--- src/rtl/softmax_sequencer.sv ---
// Frame-level softmax controller: buffers N FP32 inputs, tracks their maximum, then drives one
// shared FP unit through SUB/EXP/ADD/DIV per element to stream exp(x_i - max) / sum.
module softmax_sequencer #(
    parameter int N = 4,
    localparam int IW = $clog2(N)
) (
    input  logic          clk,
    input  logic          rst,
    input  logic          valid_in,
    input  logic [31:0]   data_in,
    output logic          in_ready,
    output logic          fu_req,
    output logic [1:0]    fu_op,
    output logic [31:0]   fu_a,
    output logic [31:0]   fu_b,
    input  logic          fu_done,
    input  logic [31:0]   fu_result,
    output logic [31:0]   softmax_out,
    output logic          valid_out,
    output logic [IW-1:0] out_idx,
    output logic          out_last,
    output logic          busy
);

    typedef enum logic [2:0] {S_LOAD, S_SUB, S_EXP, S_ACC, S_DIV} state_t;
    typedef enum logic [1:0] {OP_SUB, OP_EXP, OP_ADD, OP_DIV} fu_op_t;

    localparam logic [31:0]   NEG_INF  = 32'hFF80_0000;
    localparam logic [IW-1:0] LAST_IDX = IW'(N - 1);

    state_t        state, state_n;
    logic [IW-1:0] idx, idx_n;
    logic [31:0]   max_q, sum_q, tmp_q;
    logic [31:0]   frame_buf [N];
    fu_op_t        op_n;
    logic [31:0]   a_n, b_n;
    logic          accept, fire, issue, last_idx, step;

    // Maps FP32 bit patterns onto an unsigned order, so -0 sorts just below +0.
    function automatic logic [31:0] order_key(input logic [31:0] x);
        return x[31] ? ~x : (x ^ 32'h8000_0000);
    endfunction

    assign in_ready = (state == S_LOAD);
    assign busy     = ~in_ready;
    assign accept   = valid_in & in_ready;
    assign fire     = fu_req & fu_done;
    assign issue    = (state != S_LOAD) & ~fu_req;
    assign last_idx = (idx == LAST_IDX);

    // NOTE: sequential state uses non-blocking assignments so every flop samples pre-edge values.
    always_ff @(posedge clk) begin
        if (rst) state <= S_LOAD;
        else     state <= state_n;
    end

    always_comb begin
        // NOTE: every signal gets a default before the case so no path can infer a latch.
        state_n = state;
        idx_n   = idx;
        step    = 1'b0;
        op_n    = OP_SUB;
        a_n     = '0;
        b_n     = '0;
        case (state)
            S_LOAD: begin
                step = accept;
                if (accept && last_idx) state_n = S_SUB;
            end
            S_SUB: begin
                op_n = OP_SUB;
                a_n  = frame_buf[idx];
                b_n  = max_q;
                if (fire) state_n = S_EXP;
            end
            S_EXP: begin
                op_n = OP_EXP;
                a_n  = tmp_q;
                if (fire) state_n = S_ACC;
            end
            S_ACC: begin
                op_n = OP_ADD;
                a_n  = sum_q;
                b_n  = frame_buf[idx];
                step = fire;
                if (fire) state_n = last_idx ? S_DIV : S_SUB;
            end
            S_DIV: begin
                op_n = OP_DIV;
                a_n  = frame_buf[idx];
                b_n  = sum_q;
                step = fire;
                if (fire && last_idx) state_n = S_LOAD;
            end
            default: state_n = S_LOAD;
        endcase
        if (step) idx_n = last_idx ? '0 : idx + IW'(1);
    end

    // Operands are registered at issue; req drops on capture, so it stays low one cycle between ops.
    always_ff @(posedge clk) begin
        if (rst) begin
            idx         <= '0;
            max_q       <= NEG_INF;
            sum_q       <= '0;
            tmp_q       <= '0;
            fu_req      <= 1'b0;
            fu_op       <= '0;
            fu_a        <= '0;
            fu_b        <= '0;
            softmax_out <= '0;
            out_idx     <= '0;
            valid_out   <= 1'b0;
            out_last    <= 1'b0;
        end else begin
            idx       <= idx_n;
            valid_out <= 1'b0;
            out_last  <= 1'b0;
            if (issue) begin
                fu_req <= 1'b1;
                fu_op  <= op_n;
                fu_a   <= a_n;
                fu_b   <= b_n;
            end else if (fire) begin
                fu_req <= 1'b0;
            end
            if (accept && (order_key(data_in) > order_key(max_q))) max_q <= data_in;
            if (fire) begin
                case (state)
                    S_SUB: tmp_q <= fu_result;
                    S_ACC: sum_q <= fu_result;
                    S_DIV: begin
                        softmax_out <= fu_result;
                        out_idx     <= idx;
                        valid_out   <= 1'b1;
                        out_last    <= last_idx;
                        if (last_idx) begin
                            max_q <= NEG_INF;
                            sum_q <= '0;
                        end
                    end
                    default: ;
                endcase
            end
        end
    end

    // NOTE: the frame buffer has no reset; every entry is written before it is read in a frame.
    always_ff @(posedge clk) begin
        if (accept)                        frame_buf[idx] <= data_in;
        else if (fire && state == S_EXP)   frame_buf[idx] <= fu_result;
    end

endmodule

--- config.mk ---
export PLATFORM = sky130hd
export DESIGN_NAME = softmax_sequencer
export DESIGN_NICKNAME = d
export VERILOG_FILES = /design/src/rtl/softmax_sequencer.sv
export SDC_FILE = /design/constraint.sdc
export NUM_CORES = 1
export LEC_CHECK = 0
export CAP_MARGIN = 20
export CORE_MARGIN = 3
export CORE_UTILIZATION = 35
export DETAILED_ROUTE_END_ITERATION = 10
export PLACE_DENSITY = 0.53
export RECOVER_POWER = 25
export SETUP_SLACK_MARGIN = 0.15
export SYNTH_ARGS = -nofsm -noshare
export SYNTH_HDL_FRONTEND = slang
export SYNTH_SLANG_ARGS = --single-unit
--- constraint.sdc ---
create_clock -name clk -period 3.3 [get_ports clk]
set_clock_uncertainty 0.05 [all_clocks]
set_input_delay 0.66 -clock clk [delete_from_list [all_inputs] [get_ports clk]]
set_output_delay 0.66 -clock clk [all_outputs]
set_load 0.01 [all_outputs]
# ---- Word level (Yosys, flattened, before mapping)
# Memories as Yosys holds them, arrays and structs flattened. A register that Yosys moved wholly into a read port is not among the register bits.
# Index checks and enable logic that the tools add are counted.
# W data, S select, Z words.
dict set report word_totals {
  ff_bits 204
  ram_bits 128
  in_bits 68
  output_inout_bits 105
  wordCells 86
  mem_count 1
}
# name depth width rd rd_ports_with_merged_regs wr line_no
set memory_table {}
lappend memory_table {frame_buf 4 32 1 1 1 34} ;# logic [31:0] frame_buf [N];
dict set report op_classes {
  add_sub_neg 1
  n_lt_le_gt_ge 1
  n_eq_ne 11
  n_mux 31
  bitwise_logic 12
  n_reduce_logical 16
}
# op count
set ops {}
lappend ops {{$mux W32} 8}
lappend ops {{$pmux W32 S3} 2}
lappend ops {{$not A32 Y32} 2}
lappend ops {{$pmux W32 S2} 1}
lappend ops {{$gt A32 B32 Y1} 1}
lappend ops {{$mux W3} 6}
lappend ops {{$pmux W3 S5} 1}
lappend ops {{$ne A2 B2 Y1 const B} 5}
lappend ops {{$mux W1} 8}
lappend ops {{$eq A3 B2 Y1 const B} 2}
lappend ops {{$mux W2} 3}
lappend ops {{$not A1 Y1} 6}
lappend ops {{$pmux W2 S3} 1}
lappend ops {{$reduce_or A2 Y1} 3}
lappend ops {{$reduce_and A5 Y1} 1}
lappend ops {{$logic_and A1 B1 Y1} 4}
lappend ops {{$reduce_and A2 Y1} 2}
lappend ops {{$reduce_bool A2 Y1} 2}
lappend ops {{$and A1 B1 Y1} 3}
lappend ops {{$eq A3 B1 Y1 const B} 1}
lappend ops {{$eq A3 B3 Y1 const B} 1}
lappend ops {{$logic_not A3 Y1} 1}
lappend ops {{$reduce_and A3 Y1} 1}
lappend ops {{$reduce_bool A3 Y1} 1}
lappend ops {{other kinds (6)} 6}

# ---- Logic depth before layout (Yosys ltp)
# Gate-level depths: netlist of run 1.
dict set report depth {
  word_depth 8
  depth_mapped 11
  ltp_nobuf 8
}

# ---- Least setup slack after synthesis of run 1
# OpenSTA, ideal clock, no wires.
dict set report synth_timing {
  kind {input to register}
  startpoint {input port fu_done}
  endpoint {memory frame_buf[0][0], enable pin}
  setup_time_ns 0.425
  arrival_time_ns 3.049
  setup_slack_ns -0.224
  path_stages 7
  n_path_buf 2
  cell_sequence {and2_1 -> buf_2 -> nand2_1 -> or3_1 -> clkbuf_1 -> and2_1 -> nor2b_1}
}
dict set report synth_via {
  elab_chain_len 6
}
# element line_no
set synth_rtl {}
lappend synth_rtl {{from (decl)} 16} ;# input logic fu_done,
lappend synth_rtl {{$and A1 B1 Y1} 47} ;# assign fire = fu_req & fu_done;
lappend synth_rtl {{$logic_and A1 B1 Y1} 151} ;# else if (fire && state == S_EXP) frame_buf[idx] <= fu_result;
lappend synth_rtl {{$mux W1} 151}
lappend synth_rtl {{$mux W1} 150} ;# if (accept) frame_buf[idx] <= data_in;
lappend synth_rtl {{$mux W1 (implied by the code)} 151}
lappend synth_rtl {{$or A1 B1 Y1 (no source line)} n/a}
lappend synth_rtl {{to (decl)} 34}
# Every way passes these cells.

# ---- Final worst setup path of run 1
dict set report layout_timing {
  startpoint {register state[1]}
  endpoint {output port busy}
}
dict set report layout_via {
  elab_chain_len 2
}
# element line_no
set layout_rtl {}
lappend layout_rtl {{from (decl)} 31} ;# state_t state, state_n;
lappend layout_rtl {{from (signal assigned)} 54} ;# else state <= state_n;
lappend layout_rtl {{$logic_not A3 Y1} 44} ;# assign in_ready = (state == S_LOAD);
lappend layout_rtl {{$not A1 Y1} 45} ;# assign busy = ~in_ready;
lappend layout_rtl {{to (decl)} 22} ;# output logic busy
# Every way passes these cells.

==> results of run 1 <==
placed cells by master, fill, tap and decap left out, types with 33 or more instances in the layout:
| cell type | synthesis | routed |
|---|---|---|
| nand3_1 | 42 | 42 |
| edfxtp_1 | 128 | 128 |
| nor2_1 | 151 | 148 |
| mux2i_1 | 33 | 33 |
| clkbuf_16 | 0 | 41 |
| ha_1 | 36 | 36 |
| a22oi_1 | 86 | 86 |
| buf_4 | 0 | 83 |
| o21ai_1 | 60 | 59 |
| a21oi_1 | 129 | 126 |
| mux2_2 | 63 | 63 |
| nand2_1 | 231 | 231 |
| dlygate4sd3_1 | 0 | 98 |
| clkdlybuf4s50_1 | 0 | 72 |
| dfxtp_1 | 206 | 203 |
cell type report:
| cell class | instances | area (µm²) | share of cell area, % |
|---|---|---|---|
| clock inverter | 18 | 196 | 0.999 |
| timing repair buffer | 280 | 2710 | 13.8 |
| inverter | 9 | 33.8 | 0.172 |
| tap | 585 | 732 | 3.72 |
| multi-input combinational | 1042 | 6900 | 35.1 |
| sequential | 334 | 7970 | 40.5 |
| clock buffer | 56 | 1130 | 5.76 |
worst max path at each step:
stage / cells past startpoint / slack (ps) / startpoint / endpoint
after detailed placement: 10 / -310 / data_in[14] / max_q[25]
after global placement: 9 / -560 / data_in[15] / max_q[3]
after global routing: 3 / 110 / state[1] / busy
after CTS: 10 / 160 / max_q[31] / max_q[25]
final: 3 / 220 / state[1] / busy
after floorplan: 7 / -220 / fu_done / frame_buf[0][0]
sequential cells by signal (all words and copies together), names as in the netlist, named ones only:
name,cells
frame_buf,128
fu_a,32
fu_b,32
fu_op,2
fu_req,1
idx,2
max_q,32
out_idx,2
out_last,1
softmax_out,32
state,3
sum_q,32
tmp_q,32
valid_out,1
layer usage:
layer  vias up  share of wire (%)
met1      6030                 45
met2       328                 48
met4         0                1.7
met3        60                5.5
li1       5782                  -
met5         -                  0
synthesized netlist by cell type, types with 31 or more instances:
cell,number
nand2_1,231
dfxtp_1,206
nor2_1,151
a21oi_1,129
edfxtp_1,128
a22oi_1,86
clkbuf_1,65
mux2_2,63
o21ai_1,60
nand3_1,42
ha_1,36
mux2i_1,33
mux4_2,32
xnor2_1,32
o21ai_0,31
xor2_1,31
through the flow:
stage / setup WS [ps] / instance area, µm²
2_1_floorplan: -224 / 15400
3_3_place_gp: -561 / 18400
3_5_place_dp: -310 / 18400
4_1_cts: 156 / 19700
5_1_grt: 110 / 19700
6_report: 223 / 19700
timing repair:
item | 4_1_cts | 5_1_grt
setup endpoints to repair | 0 | 32
hold buffers | 0 | 0
gates resized for setup | 0 | 3
worst max-delay path, delay by kind of cell (launching register included):
kind,cells,cell delay [ps]
simple gates,1,140
buf+inv,2,770
flops,1,890
kinds of logic after synthesis:
family,Yosys count
AOI/OAI and AO/OA,359
xor gates and xnor gates,63
adders and majority gates,36
buffers and inverters,130
DFF,334
muxes,129
and+or+nand+nor,455
report_power, final:
group / total, µW / switching [µW] / internal [µW]
Sequential: 4500 / 92.9 / 4410
Combinational: 1290 / 670 / 620
Clock: 4470 / 1760 / 2710
Total: 10300 / 2520 / 7740
==> results.md, run 1 <==
* CTS Buf Count at 40
* Port Buffers at 172
* Flop and latch count out of synthesis at 334
* Worst slew pin tran at 1370 ps
* Max Root-Sink Buffers at 3
* Die area at 46400 µm²
* Synth top area share at 26.9%
* Clk root buf: clkbuf_16
* Util after Layout at 45.6%
* Final Power at 10300 µW
* Setup TNS Final at 0 ps
* Post-CTS Setup Repair Bufs at 0
* Synth area leaders: dfxtp_1 (27%), edfxtp_1 (25%), nand2_1 (5.6%)
* First-pass GRT wire length at 76100 µm
* Final number of max-transition violations at 0
* Busiest layer in global routing: met2
* Detailed Routing Iterations Pass 1 at 6
* Layout cells sized above 1 at 16.4%
* CP endpoint kind: output port
* Max_cap viols at 0
* EDFF count, synth at 128
* Avg Cell Area, Syn at 10.2 µm²
* DR DRC count at 0
* Seq/Total Area, Yosys at 51.9%
* R2R depth at 6
* Leakage power at 0.00713 µW
* Worst reg2reg path endpoint: tmp_q[13]
* Pin count of the biggest net entering global routing at 74
* Initial antenna violation count at 0
* Compound-cell area share of the yosys netlist at 14.2%
* Post-synthesis cell area at 15300 µm²
* Mux cell area share after synthesis at 11.5%
* Hold Path Depth at 2
* Clk sink count at 334
* H-tree level count at 2
* Nets at 1811
* Cell count after placement at 2250
* Crit Reg-Reg Startpoint: fu_req
* Outcome: finished clean
* Critical Path RT at 2590 ps
* Crit path DAT at 2370 ps
* Clock-pin transition on the worst setup and hold timing paths at 60 ps
* Chip height at 215 µm
* TritonCTS clock tree: done
* Met2 Use GR at 35.9%
* Post-DRT Antenna Nets at 0
* Vias at 12200
* Dpl hpwl at 34000 µm
* Slowest cell on the critical path: dfxtp_1
* RSZ-0062 raised after global routing: false
* I/O Pins at 173
* Routing usage on met1 at 28.6%
* RePlAce Congestion at 0.838
* Detailed Route WL at 49900 µm
* Synth Area in XOR/XNOR at 3.59%
* Fill cells at 4164
* Net Count, Synth at 1610
* Met3 global-route usage at 4.18%
* CP peak stage delay at 890 ps
* Diodes inserted at 0
* Post-synthesis adder-cell area fraction at 2.93%
* Setup Viol. Count Final at 0
* Crit path launch type: flop
* Simple-gate area share of the yosys netlist at 12.1%
* Clock Latency Late Sink at 560 ps
* Post-synth cell types at 49
* Starting Density at 35.6%
* Overall Global Routing Usage at 21.3%
* Async set-reset flop share out of synthesis at 0%
* Chip Width at 215 µm
* Area leader, netlist: dfxtp_1
* Core footprint at 43200 µm²
* Max IR drop VDD at 0.337 mV
* Post-route insts no fill at 2324
* Row count at 76
* Ys flop type: dfxtp_1
* Area Overhead vs Synth at 28.2%
* Critical path, cell by cell: nor3_2 > inv_1 > clkdlybuf4s50_1
* Wire per inst at 21.5 µm
* Pwr dens at 522 nW/µm²
* Via density at 5.25
* Max Freq at 325 MHz
* Crit Path Category: reg2out
* Reg2Reg Setup Slack at 250 ps
* Gr ovfl total at 0
* Final Cycle Share at 93.3%
* Hold EP: softmax_out[19]
* HP Class: reg2reg
* Hold Path Origin: softmax_out[19]
* Max-slew headroom at 8.90%
* Synth Warn # at 0
* Min Tclk post-route at 3080 ps
* Drt first-iter violations at 702
* CP Max Fanout at 18
* Vias in the first global route at 12400
* Largest family of logic cells by synthesized area: compound AO/OA/AOI/OAI gates
* Worst hold margin at 398 ps
* Hold Violations, Final at 0
* Post-Syn Instances at 1506
(Power assumes the default switching activity.)
==> run 2, diff against run 1 <==
--- a/config.mk
+++ b/config.mk
@@ -8,6 +8,7 @@
 export CAP_MARGIN = 20
 export CORE_MARGIN = 3
 export CORE_UTILIZATION = 35
+export CTS_CLUSTER_DIAMETER = 120
 export DETAILED_ROUTE_END_ITERATION = 10
 export PLACE_DENSITY = 0.53
 export RECOVER_POWER = 25
==> results of run 2 <==
Same layout as run 1: the final DEF is identical, and so are final timing and power.
